--- config.mk ---
export PLATFORM = sky130hd
export DESIGN_NAME = fetch_queue
export DESIGN_NICKNAME = d
export VERILOG_FILES = /design/src/rtl/fetch_queue.sv
export SDC_FILE = /design/constraint.sdc
export NUM_CORES = 1
export LEC_CHECK = 0
export BUFFER_PORTS_ARGS = -buffer_cell sky130_fd_sc_hd__buf_2
export CAP_MARGIN = 20
export CORE_MARGIN = 2
export CORE_UTILIZATION = 35
export DETAILED_ROUTE_END_ITERATION = 10
export GPL_TIMING_DRIVEN = 0
export PLACE_DENSITY = 0.5
export SYNTH_ARGS = -nofsm -noshare
export SYNTH_HDL_FRONTEND = slang
export SYNTH_SLANG_ARGS = --single-unit
--- constraint.sdc ---
create_clock -name clk -period 6.4 [get_ports clk]
set_input_delay 1.28 -clock clk [delete_from_list [all_inputs] [get_ports clk]]
set_output_delay 1.28 -clock clk [all_outputs]
set_load 0.005 [all_outputs]
--- src/rtl/fetch_queue.sv ---
// Instruction-fetch front end: single outstanding I-cache request feeding a DEPTH-entry {pc, inst} FIFO.
// Optional macro FETCH_QUEUE_BYPASS_EN lets a response reach decode in the same cycle when the FIFO is empty.
module fetch_queue #(
   parameter int                XLEN     = 32,
   parameter int                DEPTH    = 4,
   parameter logic [XLEN-1:0]   RESET_PC = 32'h0000_0060
) (
   input  logic                         clk,
   input  logic                         rst,
   output logic                         inst_read,
   output logic [XLEN-1:0]              inst_addr,
   input  logic                         inst_resp,
   input  logic [XLEN-1:0]              inst_rdata,
   input  logic                         redirect,
   input  logic [XLEN-1:0]              redirect_pc,
   input  logic                         deq_ready,
   output logic                         deq_valid,
   output logic [XLEN-1:0]              deq_inst,
   output logic [XLEN-1:0]              deq_pc,
   output logic [$clog2(DEPTH+1)-1:0]   count
);

   localparam int CW = $clog2(DEPTH + 1);
   localparam int PW = $clog2(DEPTH);

   typedef enum logic [1:0] {
      IDLE   = 2'd0,
      REQ    = 2'd1,
      SQUASH = 2'd2
   } state_t;

   state_t            state_q, state_d;
   logic [XLEN-1:0]   fetchPc_q, fetchPc_d;
   logic [XLEN-1:0]   reqAddr_q, reqAddr_d;
   logic              instRead_q, instRead_d;
   logic [PW-1:0]     rdPtr_q, rdPtr_d;
   logic [PW-1:0]     wrPtr_q, wrPtr_d;
   logic [CW-1:0]     count_q, count_d;

   logic [XLEN-1:0]   memInst [DEPTH];
   logic [XLEN-1:0]   memPc   [DEPTH];

   logic              headValid;
   logic              respTaken;
   logic              bypassTake;
   logic              enq;
   logic              pop;
   logic              spaceNext;

   assign headValid = (count_q != '0);
   assign respTaken = (state_q == REQ) && inst_resp && !redirect;
   assign pop       = headValid && deq_ready && !redirect;
   assign enq       = respTaken && !bypassTake;

   // Head of queue; with bypass an empty queue can forward the live response straight to decode
`ifdef FETCH_QUEUE_BYPASS_EN
   logic bypassHit;
   assign bypassHit  = !headValid && respTaken;
   assign bypassTake = bypassHit && deq_ready;

   always_comb begin
      deq_valid = headValid || bypassHit;
      deq_inst  = '0;
      deq_pc    = '0;
      if (headValid) begin
         deq_inst = memInst[rdPtr_q];
         deq_pc   = memPc[rdPtr_q];
      end else if (bypassHit) begin
         deq_inst = inst_rdata;
         deq_pc   = reqAddr_q;
      end
   end
`else
   assign bypassTake = 1'b0;

   always_comb begin
      deq_valid = headValid;
      deq_inst  = '0;
      deq_pc    = '0;
      if (headValid) begin
         deq_inst = memInst[rdPtr_q];
         deq_pc   = memPc[rdPtr_q];
      end
   end
`endif

   always_comb begin
      rdPtr_d = rdPtr_q;
      wrPtr_d = wrPtr_q;
      count_d = count_q;
      if (redirect) begin
         rdPtr_d = '0;
         wrPtr_d = '0;
         count_d = '0;
      end else begin
         if (enq) wrPtr_d = wrPtr_q + PW'(1);
         if (pop) rdPtr_d = rdPtr_q + PW'(1);
         case ({enq, pop})
            2'b10:   count_d = count_q + CW'(1);
            2'b01:   count_d = count_q - CW'(1);
            default: count_d = count_q;
         endcase
      end
   end

   // A new request may only start if the slot for its response is guaranteed
   assign spaceNext = (count_d != CW'(DEPTH));

   always_comb begin
      state_d    = state_q;
      fetchPc_d  = fetchPc_q;
      reqAddr_d  = reqAddr_q;
      instRead_d = instRead_q;
      case (state_q)
         IDLE: begin
            if (redirect) begin
               fetchPc_d = redirect_pc;
            end else if (spaceNext) begin
               state_d    = REQ;
               reqAddr_d  = fetchPc_q;
               instRead_d = 1'b1;
            end
         end
         REQ: begin
            if (redirect) begin
               fetchPc_d = redirect_pc;
               if (inst_resp) begin
                  state_d    = IDLE;
                  instRead_d = 1'b0;
               end else begin
                  state_d = SQUASH;
               end
            end else if (inst_resp) begin
               fetchPc_d = reqAddr_q + XLEN'(4);
               if (spaceNext) begin
                  reqAddr_d = reqAddr_q + XLEN'(4);
               end else begin
                  state_d    = IDLE;
                  instRead_d = 1'b0;
               end
            end
         end
         SQUASH: begin
            if (redirect) fetchPc_d = redirect_pc;
            if (inst_resp) begin
               state_d    = IDLE;
               instRead_d = 1'b0;
            end
         end
         default: begin
            state_d    = IDLE;
            instRead_d = 1'b0;
         end
      endcase
   end

   always_ff @(posedge clk or posedge rst) begin
      if (rst) begin
         state_q    <= IDLE;
         fetchPc_q  <= RESET_PC;
         reqAddr_q  <= RESET_PC;
         instRead_q <= 1'b0;
         rdPtr_q    <= '0;
         wrPtr_q    <= '0;
         count_q    <= '0;
      end else begin
         state_q    <= state_d;
         fetchPc_q  <= fetchPc_d;
         reqAddr_q  <= reqAddr_d;
         instRead_q <= instRead_d;
         rdPtr_q    <= rdPtr_d;
         wrPtr_q    <= wrPtr_d;
         count_q    <= count_d;
      end
   end

   // Storage is never read while its slot is unoccupied, so it needs no reset
   always_ff @(posedge clk) begin
      if (enq) begin
         memInst[wrPtr_q] <= inst_rdata;
         memPc[wrPtr_q]   <= reqAddr_q;
      end
   end

   assign inst_read = instRead_q;
   assign inst_addr = reqAddr_q;
   assign count     = count_q;

endmodule

### Word level (Yosys, flattened, before mapping)

Memory sizes are Yosys's and may differ from the RTL's.
Cells that the tools add are included.

| storage, ports and cells | value |
|---|---|
| output and inout port bits | 101 |
| memories | 2 |
| RAM bits | 256 |
| word-level logic and storage cells | 79 |
| bits in registers | 74 |
| input bits | 69 |

| cells by class | value |
|---|---|
| reductions and logical operators | 16 |
| equal/unequal tests | 14 |
| add/subtract/negate cells | 5 |
| multiplexer cells | 35 |

Memory list:

| name | words | bits a word | rd ports | clocked after memory_dff | write ports | RTL line | text |
|---|---|---|---|---|---|---|---|
| memInst | 4 | 32 | 1 | 0 | 1 | 40 | `logic [XLEN-1:0] memInst [DEPTH];` |
| memPc | 4 | 32 | 1 | 0 | 1 | 41 | `logic [XLEN-1:0] memPc [DEPTH];` |

Operator list:

| operator | count |
|---|---|
| 32-bit 2-to-1 mux | 10 |
| 32-bit one-hot mux with 2 select lines | 2 |
| 32-bit by 3-bit adder with 32-bit output, second input constant | 1 |
| 2-bit 2-to-1 mux | 11 |
| 2-bit inequality test, second input constant | 6 |
| 3-bit inequality test, second input constant | 3 |
| 1-bit 2-to-1 mux | 8 |
| 2-bit nonzero test | 4 |
| 2-bit one-hot mux with 3 select lines | 1 |
| 3-bit one-hot mux with 2 select lines | 1 |
| 6-bit AND reduction | 1 |
| 5-bit AND reduction | 1 |
| 2-bit by 1-bit adder with 2-bit output, second input constant | 2 |
| 2-bit by 1-bit equality test with 1-bit output, second input constant | 2 |
| 2-bit equality test, second input constant | 2 |
| 1-bit logical AND | 4 |
| 4-bit AND reduction | 1 |
| 3-bit by 1-bit adder with 3-bit output, second input constant | 1 |
| 3-bit 2-to-1 mux | 1 |
| 1-bit one-hot mux with 3 select lines | 1 |
| 3-bit AND reduction | 1 |
| 3-bit nonzero test | 1 |
| 3-bit by 1-bit subtractor with 3-bit output, second input constant | 1 |
| 2-bit zero test | 1 |
| other kinds (3) | 3 |

### Logic depth before layout (Yosys ltp)

| logic depth | value |
|---|---|
| depth after elaboration | 11 |
| gate-level depth with buffers | 12 |
| depth with buffers taken out | 10 |

### Worst setup path after synthesis

Ideal clock, no wire load.

| timing path | value |
|---|---|
| kind | input to register |
| start point | input port redirect |
| end point | register reqAddr_q[10] (netlist: inst_addr[10]) |
| buffers on the path | 3 |
| arrival | 3.974 ns |
| required time | 6.263 ns |
| setup time | 0.137 ns |
| stages | 11 |
| slack | 2.289 ns |
| cell sequence | nor2_1 nand2_1 clkbuf_1 ha_1 fa_1 xor2_1 mux2i_1 o221a_2 clkbuf_1 clkbuf_1 a21oi_1 |

| on the way | value |
|---|---|
| word-level cells in the longest chain between the ends | 8 |
| elaborated cells on any way between the ends | 13 |
| those cells by class | eq/ne (7); mux (2); reduce/logical (4) |

RTL lines:

| what | RTL line | text |
|---|---|---|
| start, declared | 14 | `input logic redirect,` |
| 1-bit zero test | 51, 52 |  |
| 1-bit logical AND, on equally long branches | 52, 51 |  |
| 2-bit by 1-bit equality test with 1-bit output / 2-bit equality test (equally long branches) | 98 | `case ({enq, pop})` |
| 3-bit one-hot mux with 2 select lines | 98 |  |
| 3-bit 2-to-1 mux | 91 | `if (redirect) begin` |
| 3-bit inequality test | 107 | `assign spaceNext = (count_d != CW'(DEPTH));` |
| 2-bit inequality test (no source line) | n/a |  |
| 6-bit AND reduction (no source line) * | n/a |  |
| end signal, assigned | 169 | `reqAddr_q <= reqAddr_d;` |
| end, declared | 34 | `logic [XLEN-1:0] reqAddr_q, reqAddr_d;` |

Mark *: on every way between the ends. The rest lies on a longest branch, timed or not.
A chain may end at the register's enable or synchronous reset.

### Worst setup path in the final report

| timing path | value |
|---|---|
| start point | input port redirect |
| end point | register reqAddr_q[14] (netlist: inst_addr[14]) |

Same word-level chain as after synthesis.

==> metrics.txt <==
Post-synth EDFFs 256; Die Span Y 202.8 µm; # setup viols final 0; CTS root buf clkbuf_16; total global routing overflow 0; router iterations before antenna repair 5; Die X a little over 200 µm; RSZ-0062 raised after global routing no; via count 8457; Worst path top cell family by delay buffers and inverters; largest net degree at the start of global routing 56; Post-DP Area 0.01549 mm²; hold_buf cts 0; gpl congestion 0.8022; register area share after synthesis 68.98%; vias in the first global route just under 9000; slowest stage delay, CP approximately 0.69 ns; Worst-Margin Slew 1.159 ns; outcome complete, no violations; Synth cell types 53; Skew-Pair Late Insertion Delay 0.53 ns; CTS tree done; Power per Cell Area 347.9 mW/mm²; setup bufs post-CTS 0; Clock Path Buffers 3; post_cts resized 0; Slowest cell on crit path clkbuf_1; max_cap viols 0; Post-Syn Area 0.01384 mm²; crit path max fanout 10; crit path kind input port to flip-flop; Crit path buffers/inverters 4; Yosys Warn Count 0; Iter 0 DRT Violations 547; share of cells above drive strength 1 29.00%; leading cell type in the layout, fill and taps excluded edfxtp_1; Area Growth Syn to Fin 21.18%; crit end category flip-flop; skew final roughly 0.026 ns; VDD IR max roughly 0.12 mV; Max Freq 0.1851 GHz; initial antenna violation count 0; global-route wire length before repair 55040 µm; Setup TNS 0 ns; Initial Util between 30% and 40%; LEAKAGE 5.987 nW; HP Class flip-flop to flip-flop; hpwl dp 23220 µm; Async SR Flop Fraction 22.42%; most frequent cells in the layout edfxtp_1 (256), buf_2 (177), dfrtp_1 (70), and2_1 (66), mux4_2 (64); Final Cycle Share 84.42%; nature of the critical path startpoint input port; Die Footprint 0.04114 mm²; # DRC 0; most used cell, CP clkbuf_1; post-synth net total 957; PortBufs 169; core area a little under 0.04 mm²; # diodes 0; antenna-violating nets left 0; Routed WL per cell around 22 µm; relative slew slack between 20% and 30%; Clock Sinks 330; Post-Syn Instances about 900; CP cell instances buf_2, nor2_1, nand2_1, clkbuf_1, ha_1, fa_1, xor2_1, mux2i_1, o221a_2, clkbuf_1, clkbuf_1, a21oi_1; final hold viol count 0; WP data arrival ~5.8 ns; Rows 72; critical path required time 6.75 ns; Final Max Tran Viols 0; layout net count 1172; cell area after layout ~0.017 mm²; htree depth 2; Num CTS Buffers 39; Core Util, Final 43.18%; vias per cell 5.150; Clock transition at path regs 0.06 ns; Yosys reg bits 330; Mean Syn Cell Area 15.70 µm²; num ports 170; min Tclk post-route 5.403 ns; Synth Flop Type edfxtp_1; Overall Global Routing Usage 17.79%; Post-Route WL around 36000 µm
## logic make-up after synthesis
kind of cell | share of synthesized area, %
adder cells (fa/ha/maj) | 0.6873
multiplexers | 10.94
flip-flops | 68.98
AND/OR/NAND/NOR | 8.474
AO/OA/AOI/OAI | 7.018
buffers and inverters | 1.809
XOR/XNOR | 2.089
## worst reg2reg max path, delay by kind of cell (launching register included)
| kind | cells | cell delay (ns) |
|---|---|---|
| muxes | 1 | 0.40 |
| buffers and inverters | 4 | 1.67 |
| and+or+nand+nor | 2 | 1.02 |
| xor gates and xnor gates | 1 | 0.24 |
| adders and majority gates | 2 | 0.71 |
| DFF | 1 | 0.49 |
| AOI/OAI and AO/OA | 2 | 0.47 |
## registers in the layout (all words and copies together), names as in the netlist
register,count
rdPtr_q,2
memPc,128
wrPtr_q,2
inst_read,1
count,3
memInst,128
state_q,2
fetchPc_q,32
inst_addr,32
## metrics by stage
stage	hold slack [ns]	instances	setup WS, ns	total power [mW]
2_1_floorplan	0.4447	881	2.289	3.263
3_3_place_gp	0.4619	1568	0.3311	3.694
3_5_place_dp	0.4660	1573	0.5681	3.705
4_1_cts	0.4788	1642	1.093	5.913
5_1_grt	0.4988	1642	0.8490	6.102
6_report	0.4762	1642	0.9969	5.834
## synthesized netlist by cell type, types with 4 or more instances
| library cell | number | area share (%) |
|---|---|---|
| dfrtp_1 | 70 | 13 |
| nor3_1 | 5 | 0.18 |
| nand4_1 | 9 | 0.41 |
| nor2_1 | 37 | 1.0 |
| o22ai_1 | 15 | 0.68 |
| a32oi_1 | 17 | 1.1 |
| mux2i_1 | 5 | 0.36 |
| o31a_1 | 4 | 0.25 |
| mux4_2 | 64 | 10 |
| buf_2 | 8 | 0.29 |
| clkbuf_1 | 39 | 1.1 |
| a2bb2oi_1 | 10 | 0.63 |
| and3_1 | 6 | 0.27 |
| dfstp_2 | 4 | 0.76 |
| nand3_1 | 21 | 0.76 |
| and2_1 | 66 | 3.0 |
| nand2_1 | 55 | 1.5 |
| a31oi_1 | 7 | 0.32 |
| ha_1 | 6 | 0.54 |
| edfxtp_1 | 256 | 56 |
| buf_1 | 4 | 0.11 |
| o21ai_0 | 54 | 2.0 |
| inv_1 | 11 | 0.30 |
| xnor2_1 | 18 | 1.1 |
| xor2_1 | 15 | 0.95 |
| a21oi_1 | 33 | 1.2 |
## per-layer routing
metal	track usage (%)	wire length [µm]	vias up
met5	0	0	-
met3	3.708	2119	55
met2	28.71	17140	252
li1	-	-	3844
met4	4.536	770	0
met1	24.66	16240	4306
## report_power, final
group          switching, mW  internal (mW)  total [mW]
sequential             0.251           2.55        2.80
combinational          0.457          0.382       0.840
clock                  0.848           1.34        2.19
total                   1.56           4.28        5.83
## final cells by class
cell class / count / area [µm²]
sequential: 330 / 9544
tap: 518 / 648.1
multi-input combinational: 488 / 4061
fill: 3512 / 22060
buffer: 52 / 209.0
timing repair buffer: 174 / 983.4
inverter: 11 / 43.79
clock inverter: 17 / 158.9
clock buffer: 52 / 1117
## final timing paths
check | startpoint | cells past startpoint | slack (ns) | endpoint
worst max-delay path | redirect | 12 | 1.0 | inst_addr[14]
worst min-delay path | fetchPc_q[11] | 2 | 0.48 | fetchPc_q[11]
worst max register to register | state_q[0] | 12 | 1.23 | inst_addr[14]
worst min register to register | fetchPc_q[11] | 2 | 0.48 | fetchPc_q[11]
max in group asynchronous | rst | 3 | 5.04 | fetchPc_q[5]
min in group asynchronous | rst | 2 | 0.71 | inst_addr[24]
(Power assumes the default switching activity.)
